--- config.mk ---
export PLATFORM = sky130hd
export DESIGN_NAME = cla_seq_adder
export DESIGN_NICKNAME = d
export VERILOG_FILES = /design/src/rtl/cla_seq_adder_pkg.sv /design/src/rtl/cla_seq_adder_cla4.sv /design/src/rtl/cla_seq_adder.sv
export SDC_FILE = /design/constraint.sdc
export NUM_CORES = 1
export LEC_CHECK = 0
export CAP_MARGIN = 25
export CORE_ASPECT_RATIO = 1.25
export CORE_MARGIN = 4
export CORE_UTILIZATION = 53
export CTS_CLUSTER_SIZE = 30
export DETAILED_ROUTE_END_ITERATION = 7
export PLACE_DENSITY_LB_ADDON = 0.1
export SLEW_MARGIN = 10
export SYNTH_ARGS = -nofsm -noshare
export SYNTH_HDL_FRONTEND = slang
export SYNTH_SLANG_ARGS = --single-unit
export TNS_END_PERCENT = 5
--- constraint.sdc ---
create_clock -name clk -period 3.2 [get_ports clk]
set_clock_uncertainty 0.2 [all_clocks]
set_input_delay 0.64 -clock clk [delete_from_list [all_inputs] [get_ports clk]]
set_output_delay 0.64 -clock clk [all_outputs]
set_load 0.02 [all_outputs]
--- src/rtl/cla_seq_adder_pkg.sv ---
// Shared definitions for the digit-serial carry-lookahead adder.
package cla_seq_adder_pkg;

    // Width of the lookahead slice reused on every pass.
    localparam int unsigned DIGIT = 4;

    typedef enum logic [1:0] {
        IDLE = 2'b00,
        RUN  = 2'b01,
        DONE = 2'b10
    } state_t;

endpackage

--- src/rtl/cla_seq_adder_cla4.sv ---
// 4-bit carry-lookahead slice: every carry is a flat sum of generate/propagate products.
module cla4_slice
    import cla_seq_adder_pkg::*;
(
    input  logic [DIGIT-1:0] a,
    input  logic [DIGIT-1:0] b,
    input  logic             cin,
    output logic [DIGIT-1:0] sum,
    output logic             c3,
    output logic             cout
);

    logic [DIGIT-1:0] g;
    logic [DIGIT-1:0] p;
    logic             c1;
    logic             c2;

    assign g = a & b;
    assign p = a ^ b;

    assign c1   = g[0] | (p[0] & cin);
    assign c2   = g[1] | (p[1] & g[0]) | (p[1] & p[0] & cin);
    assign c3   = g[2] | (p[2] & g[1]) | (p[2] & p[1] & g[0]) | (p[2] & p[1] & p[0] & cin);
    assign cout = g[3] | (p[3] & g[2]) | (p[3] & p[2] & g[1]) | (p[3] & p[2] & p[1] & g[0])
                | (p[3] & p[2] & p[1] & p[0] & cin);

    assign sum = p ^ {c3, c2, c1, cin};

endmodule

--- src/rtl/cla_seq_adder.sv ---
// Multi-cycle adder: one 4-bit lookahead slice walks the operands LSB digit first.
module cla_seq_adder
    import cla_seq_adder_pkg::*;
#(
    parameter int unsigned WIDTH = 16
) (
    input  logic             clk,
    input  logic             rst,
    input  logic             in_valid,
    output logic             in_ready,
    input  logic [WIDTH-1:0] a,
    input  logic [WIDTH-1:0] b,
    input  logic             cin,
    output logic             out_valid,
    input  logic             out_ready,
    output logic [WIDTH-1:0] sum,
    output logic             cout,
    output logic             ovf
);

    localparam int unsigned NDIG  = WIDTH / DIGIT;
    localparam int unsigned IDX_W = $clog2(NDIG);

    generate
        if ((WIDTH % DIGIT) != 0 || WIDTH < 8) begin : g_bad_width
            $error("cla_seq_adder: WIDTH must be a multiple of 4 and at least 8");
        end
    endgenerate

    state_t             state;
    state_t             next;
    logic [IDX_W-1:0]   idx;
    logic               carry;
    logic [WIDTH-1:0]   a_sr;
    logic [WIDTH-1:0]   b_sr;
    logic [WIDTH-1:0]   res_sr;
    logic               cout_q;
    logic               ovf_q;
    logic [DIGIT-1:0]   s_sum;
    logic               s_c3;
    logic               s_cout;
    logic               accept;
    logic               last_dig;

    cla4_slice u_slice (
        .a    (a_sr[DIGIT-1:0]),
        .b    (b_sr[DIGIT-1:0]),
        .cin  (carry),
        .sum  (s_sum),
        .c3   (s_c3),
        .cout (s_cout)
    );

    assign in_ready  = (state == IDLE) && !rst;
    assign out_valid = (state == DONE);
    assign accept    = in_valid && in_ready;
    assign last_dig  = (idx == IDX_W'(NDIG - 1));

    assign sum  = res_sr;
    assign cout = cout_q;
    assign ovf  = ovf_q;

    // State register with synchronous reset.
    always_ff @(posedge clk) begin
        if (rst) state <= IDLE;
        else     state <= next;
    end

    // Next-state: accept -> NDIG slice passes -> hold result until consumed.
    always_comb begin
        next = state;
        case (state)
            IDLE:    if (accept)    next = RUN;
            RUN:     if (last_dig)  next = DONE;
            DONE:    if (out_ready) next = IDLE;
            default:                next = IDLE;
        endcase
    end

    // Datapath: load operands on accept, then shift one digit per RUN cycle.
    always_ff @(posedge clk) begin
        if (rst) begin
            idx    <= '0;
            carry  <= 1'b0;
            a_sr   <= '0;
            b_sr   <= '0;
            res_sr <= '0;
            cout_q <= 1'b0;
            ovf_q  <= 1'b0;
        end else begin
            case (state)
                IDLE: begin
                    if (accept) begin
                        a_sr  <= a;
                        b_sr  <= b;
                        carry <= cin;
                        idx   <= '0;
                    end
                end
                RUN: begin
                    a_sr   <= a_sr >> DIGIT;
                    b_sr   <= b_sr >> DIGIT;
                    res_sr <= {s_sum, res_sr[WIDTH-1:DIGIT]};
                    carry  <= s_cout;
                    idx    <= idx + 1'b1;
                    if (last_dig) begin
                        cout_q <= s_cout;
                        ovf_q  <= s_c3 ^ s_cout;
                    end
                end
                default: ;
            endcase
        end
    end

endmodule
==> results of run 1 <==
-- power groups by stage --
| stage | combinational (W) | clock, W | sequential, W |
|---|---|---|---|
| after floorplan | 0.000159 | 0 | 0.000769 |
| after global placement | 0.000242 | 0 | 0.000766 |
| after detailed placement | 0.000246 | 0 | 0.000767 |
| after CTS | 0.000246 | 0.000364 | 0.000751 |
| after global routing | 0.000274 | 0.000389 | 0.000756 |
| final | 0.000244 | 0.000352 | 0.000750 |
-- sequential cells by signal (all words and copies together) (netlist names) --
signal	cells
carry	1
sum	16
state	2
cout	1
idx	2
b_sr	16
ovf	1
a_sr	16
-- kinds of logic (layout without fill, tap and decap cells) --
group / Yosys count / in the layout
xor+xnor: 1 / 1
buf+inv: 25 / 74
compound gates: 67 / 67
mux: 2 / 2
fa+ha+maj: 6 / 6
simple gates: 133 / 133
flops: 55 / 55
-- placed cells by master, fill, tap and decap left out, types with 6 or more instances in the layout --
| cell | netlist | final |
|---|---|---|
| nor2_1 | 43 | 43 |
| nand2_1 | 44 | 44 |
| clkdlybuf4s50_1 | 0 | 56 |
| nor3_2 | 20 | 20 |
| a21oi_1 | 28 | 28 |
| buf_4 | 1 | 6 |
| o21ai_0 | 25 | 25 |
| dfxtp_1 | 55 | 55 |
| nor2_2 | 10 | 10 |
-- tightest hold or removal path, delay by kind of cell (launching register included) --
family / cells / cell delay [ns]
and+or+nand+nor: 1 / 0.05
DFF: 1 / 0.31
AOI/OAI and AO/OA: 1 / 0.05
-- final cells by class --
class / instances / area, sq um
inverter: 6 / 22.5
tap: 58 / 72.6
sequential: 55 / 1100
timing repair buffer: 62 / 606
multi-input combinational: 209 / 1200
clock buffer: 6 / 72.6
fill: 395 / 1350
-- routing by layer --
layer / global-route usage [%] / vias up / wire length, microns
met3: 5.12 / 8 / 284
met4: 7.62 / 0 / 118
met5: 0 / - / 0
li1: - / 1074 / -
met1: 19.7 / 939 / 2010
met2: 34.4 / 53 / 2480
-- worst min path at each step --
stage,endpoint,slack (ns),cells past startpoint,start
after detailed placement,b_sr[14]$_SDFFE_PP0P_,0.25,2,b_sr[14]$_SDFFE_PP0P_
after floorplan,a_sr[12]$_SDFFE_PP0P_,0.23,2,a_sr[12]$_SDFFE_PP0P_
after CTS,b_sr[14]$_SDFFE_PP0P_,0.26,2,b_sr[14]$_SDFFE_PP0P_
final,b_sr[14]$_SDFFE_PP0P_,0.26,2,b_sr[14]$_SDFFE_PP0P_
after global routing,b_sr[14]$_SDFFE_PP0P_,0.28,2,b_sr[14]$_SDFFE_PP0P_
after global placement,a_sr[13]$_SDFFE_PP0P_,0.24,2,a_sr[13]$_SDFFE_PP0P_
-- through the flow --
step | cells | hold WS (ns) | worst slack (ns)
finish | 396 | 0.256 | 0.491
global route | 396 | 0.279 | 0.465
CTS | 396 | 0.258 | 0.483
detailed placement | 390 | 0.245 | 0.479
global placement | 390 | 0.239 | 0.468
floorplan | 289 | 0.233 | 0.908
==> results.txt, run 1 <==
placed cell area: 3000 sq um
total power: 0.00135 W
Post-Synthesis Cells: 289
critical path's slowest cell: clkdlybuf4s50_1
area growth from synthesis to layout: 25.9%
mux contribution to synthesized area: 0.820%
initial antenna violation count: 0
VDD IR max: 0.000270 V
CP endpoint kind: primary output
Switching Share: 26.8%
Cell variety after synth: 35
Sw Pwr: 0.000360 W
post-route cell area: 3080 sq um
Chip Height: 83.9 microns
count leader, synth: dfxtp_1
largest net degree at the start of global routing: 35
Iter 0 DRT Violations: 90
first-pass GRT wire length: 8520 microns
Worst slew margin: 73.1%
combinational share of power: 18.1%
DRC: 0
pwr/cell area: 437 nW/um^2
CP startpoint: rst
fmax: 0.369 GHz
maxcap violations: 0
Post-Synth Adder-Cell Area: 3.38%
# diodes: 0
CTS Hold Bufs: 0
Routed Wire Length: 4890 microns
Crit path top cell by count: clkdlybuf4s50_1
worst slew pin tran: 0.403 ns
Worst R2R Setup Slack: 1.34 ns
Vias: 2074
clk sinks: 55
Final Setup Violations: 0
final-report max-slew violation count: 0
drt first pass iters: 4
Final #Nets: 382
CP bufs+invs: 2
Critical Path Sink: in_ready
Hold Fails Final Rpt: 0
Simple-Gate Fraction of Synth Area: 29.1%
Main synth FF type: dfxtp_1
Cell Rows: 27
critical path arrival: 1.87 ns
unrepaired setup endpoints after global routing: false
area of the mapped netlist: 2440 sq um
Synthesis Warnings: 0
Max stage delay on crit path: 0.64 ns
post-synthesis register bit count: 55
fin crit period: 2.71 ns
die width: 68.7 microns
Seq pwr share: 55.7%
Ports: 57
Tot GR Track Use: 19.0%
CTS tree: done
post-CTS setup repair buffer count: 0
number of cells on the critical path: 3
Num CTS Buffers: 5
worst-skew pair later-pin latency: 0.31 ns
main combinational cell family by area after synthesis: simple AND/OR/NAND/NOR gates
fin crit share: 84.7%
status: complete, no violations
Synth area leader: dfxtp_1
critical path startpoint category: input port
Post-synth EDFFs: 0
root buf cell: clkbuf_8
Synth Area per Inst: 8.45 sq um
Synth Net Count: 332
worst reg2reg path endpoint: a_sr[11]$_SDFFE_PP0P_
Overflow after GRT: 0
cells on worst reg2reg path: 5
Port Buffer Count: 56
vias in the first global route: 2050
Clk network pwr share: 26.1%
sequential fraction of the synthesis area: 45.1%
GP Congestion: 0.735
routed wire length per instance: 12.4 microns
setup TNS: 0 ns
Worst path top cell family by delay: buffers and inverters
core area: 4430 sq um
layout cell share with drive strength beyond 1: 13.0%
reg2reg start: state[0]$_SDFFE_PP0P_
complex-gate fraction of the synthesized area: 15.5%
drt via density: 5.24
die area: 5760 sq um
Starting Density: 55.2%
clock slew at the register clock pins of the worst setup and hold paths: 0.09 ns
critical path cell sequence: clkdlybuf4s50_1 > nor3_1 > clkdlybuf4s50_1
largest cells by area after synthesis: dfxtp_1 45%, nor3_2 8.2%, nand2_1 6.8%
Yosys top cell area share: 45.1%
asr flop ratio synth: 0%
clock tree buffer depth: 2
Synth top cells by count: 55 x dfxtp_1, 44 x nand2_1, 43 x nor2_1, 28 x a21oi_1, 25 x o21ai_0
Static Leak: 1.11 nW
Layout Utilization: 69.5%
ANT nets after route: 0
Crit Path Class: input port to primary output
Post-Synth XOR/XNOR Area: 0.359%
Resize count post-CTS: 0
# H-tree levels: 2
Hold WC Path Type: register to register
CP Data Required Time: 2.36 ns
maximum fanout along the worst path: 2
Cell Int Power: 0.000985 W
DP HPWL: 3520 microns
No activity file was read; power rests on OpenSTA's default activity.
==> inputs of run 2 (changes only) <==
--- a/config.mk
+++ b/config.mk
@@ -8,7 +8,7 @@
 export CAP_MARGIN = 25
 export CORE_ASPECT_RATIO = 1.25
 export CORE_MARGIN = 4
-export CORE_UTILIZATION = 53
+export CORE_UTILIZATION = 49
 export CTS_CLUSTER_SIZE = 30
 export DETAILED_ROUTE_END_ITERATION = 7
 export PLACE_DENSITY_LB_ADDON = 0.1
==> constraint.sdc (replaced) <==
create_clock -name clk -period 2.54 [get_ports clk]
set_clock_uncertainty 0.2 [all_clocks]
set_input_delay 0.508 -clock clk [delete_from_list [all_inputs] [get_ports clk]]
set_output_delay 0.508 -clock clk [all_outputs]
set_load 0.02 [all_outputs]
==> run 2 against run 1 <==
Effect of this change:
- global-route usage decreased by 2.0 points
- register-to-register slack got worse by 0.58 ns
- design area increased by 1.4%
- clock-buffer cell count increased by 2
- final cell count increased by 1.0%
- critical path depth unchanged
- non-clock buffer count unchanged
- sequential share of layout area decreased by 0.49 points
- critical endpoint unchanged
- via count increased by 1.2%
- setup slack got worse by 0.38 ns
- combinational power increased by 29%
==> results.txt, run 2 (synthesized netlist as in run 1, its figures left out) <==
status: complete, no violations (unchanged)
drt via density: 5.25 (was 5.24)
Vias: 2098 (was 2074)
area growth from synthesis to layout: 27.7% (was 25.9%)
GP Congestion: 0.752 (was 0.735)
Port Buffer Count: 56 (unchanged)
Num CTS Buffers: 5 (unchanged)
Worst path top cell family by delay: buffers and inverters (unchanged)
Hold Fails Final Rpt: 0 (unchanged)
placed cell area: 3020 sq um (was 3000 sq um)
CP bufs+invs: 2 (unchanged)
Seq pwr share: 53.3% (was 55.7%)
Crit path top cell by count: clkdlybuf4s50_1 (unchanged)
pre-CTS setup slack: 0.110 ns (was 0.479 ns)
CP Data Required Time: 1.83 ns (was 2.36 ns)
Hold WC Path Type: register to register (unchanged)
unrepaired setup endpoints after global routing: false (unchanged)
Starting Density: 51.3% (was 55.2%)
DRC: 0 (unchanged)
die width: 71.1 microns (was 68.7 microns)
maxcap violations: 0 (unchanged)
core area: 4760 sq um (was 4430 sq um)
Cell Rows: 28 (was 27)
combinational share of power: 17.7% (was 18.1%)
most frequent cells in the layout: 56 x clkdlybuf4s50_1, 55 x dfxtp_1, 44 x nand2_1 (unchanged)
CTS Hold Bufs: 0 (unchanged)
post-CTS setup repair buffer count: 0 (unchanged)
Routed Wire Length: 5120 microns (was 4890 microns)
Layout Utilization: 65.4% (was 69.5%)
Static Leak: 1.13 nW (was 1.11 nW)
pwr/cell area: 569 nW/um^2 (was 437 nW/um^2)
initial antenna violation count: 0 (unchanged)
worst slew pin tran: 0.389 ns (was 0.403 ns)
Clk network pwr share: 29.0% (was 26.1%)
Sw Pwr: 0.000464 W (was 0.000360 W)
clock slew at the register clock pins of the worst setup and hold paths: 0.09 ns (about the same)
most common cell after layout, fill and taps aside: clkdlybuf4s50_1 (unchanged)
Max stage delay on crit path: 0.63 ns (was 0.64 ns)
worst-skew pair later-pin latency: 0.31 ns (about the same)
Ports: 57 (unchanged)
layout cell share with drive strength beyond 1: 13.5% (was 13.0%)
Crit Path Class: input port to primary output (unchanged)
Switching Share: 26.2% (was 26.8%)
Final #Nets: 382 (unchanged)
final-report max-slew violation count: 0 (unchanged)
# H-tree levels: 2 (unchanged)
placed cells: 392 (was 390)
largest net degree at the start of global routing: 47 (was 35)
routed wire length per instance: 12.8 microns (was 12.4 microns)
fmax: 0.412 GHz
worst setup margin: 0.114 ns (was 0.491 ns)
critical path's slowest cell: clkdlybuf4s50_1 (unchanged)
CTS tree: done (unchanged)
CP endpoint kind: primary output (unchanged)
# diodes: 0 (unchanged)
drt first pass iters: 4 (unchanged)
post-route non-filler standard cell count: 400 (was 396)
root buf cell: clkbuf_8 (unchanged)
clk sinks: 55 (unchanged)
Worst slew margin: 74.0% (was 73.1%)
Final Setup Violations: 0 (unchanged)
maximum fanout along the worst path: 3 (was 2)
die area: 6180 sq um (was 5760 sq um)
Tot GR Track Use: 17.0% (was 19.0%)
critical path startpoint category: input port (unchanged)
vias in the first global route: 2023 (was 2050)
Chip Height: 86.9 microns (was 83.9 microns)
ANT nets after route: 0 (unchanged)
post-route cell area: 3120 sq um (was 3080 sq um)
Resize count post-CTS: 0 (unchanged)
Overflow after GRT: 0 (unchanged)
DP HPWL: 3630 microns (was 3520 microns)
critical path cell sequence: clkdlybuf4s50_1 > nor3_1 > clkdlybuf4s50_1 (unchanged)
VDD IR max: 0.000397 V (was 0.000270 V)
setup TNS: 0 ns (unchanged)
Iter 0 DRT Violations: 141 (was 90)
Cell Int Power: 0.00131 W (was 0.000985 W)
first-pass GRT wire length: 8510 microns (was 8520 microns)
fin crit share: 95.5%
clock tree buffer depth: 2 (unchanged)
critical path arrival: 1.72 ns (was 1.87 ns)
fin crit period: 2.43 ns
run 2: path summary, 6_finish.rpt:
| check | to | start | slack, ns | cells after the start |
|---|---|---|---|---|
| worst max-delay path | in_ready | rst | 0.11 | 3 |
| worst min-delay path | a_sr[14]$_SDFFE_PP0P_ | a_sr[14]$_SDFFE_PP0P_ | 0.25 | 2 |
| worst max register to register | ovf$_SDFFE_PP0P_ | a_sr[0]$_SDFFE_PP0P_ | 0.76 | 5 |
| worst min register to register | a_sr[14]$_SDFFE_PP0P_ | a_sr[14]$_SDFFE_PP0P_ | 0.25 | 2 |
run 2: worst min-delay path: stages (launching register included):
cell and delay, ns:
dfxtp_1 0.31, nand2_1 0.05, a21oi_1 0.05
run 2: cell type report:
cell class | instances | area [sq um]
fillers | 422 | 1650
flip-flops and latches | 55 | 1100
inverters | 6 | 22.5
clock buffers | 8 | 100
well taps | 60 | 75.1
multi-input cells | 209 | 1200
repair buffers | 62 | 618
run 2: through the flow:
stage	hold slack, ns	power (W)
2_1_floorplan	0.233	0.00117
3_3_place_gp	0.239	0.00127
3_5_place_dp	0.243	0.00128
4_1_cts	0.256	0.00179
5_1_grt	0.281	0.00186
6_report	0.253	0.00177
run 2: layer usage:
| metal | wire, microns | part of all wire (%) | GRT usage [%] |
|---|---|---|---|
| met4 | 125 | 2.4 | 7.01 |
| met3 | 322 | 6.3 | 4.16 |
| met1 | 2120 | 41 | 17.5 |
| met5 | 0 | 0 | 0 |
| met2 | 2550 | 50 | 32.4 |
run 2: power by group through the flow:
| stage | clock, W | combinational (W) | sequential, W |
|---|---|---|---|
| after CTS | 0.000527 | 0.000317 | 0.000946 |
| after global placement | 0 | 0.000310 | 0.000964 |
| final | 0.000515 | 0.000314 | 0.000945 |
| after detailed placement | 0 | 0.000316 | 0.000966 |
| after floorplan | 0 | 0.000201 | 0.000969 |
| after global routing | 0.000562 | 0.000347 | 0.000953 |
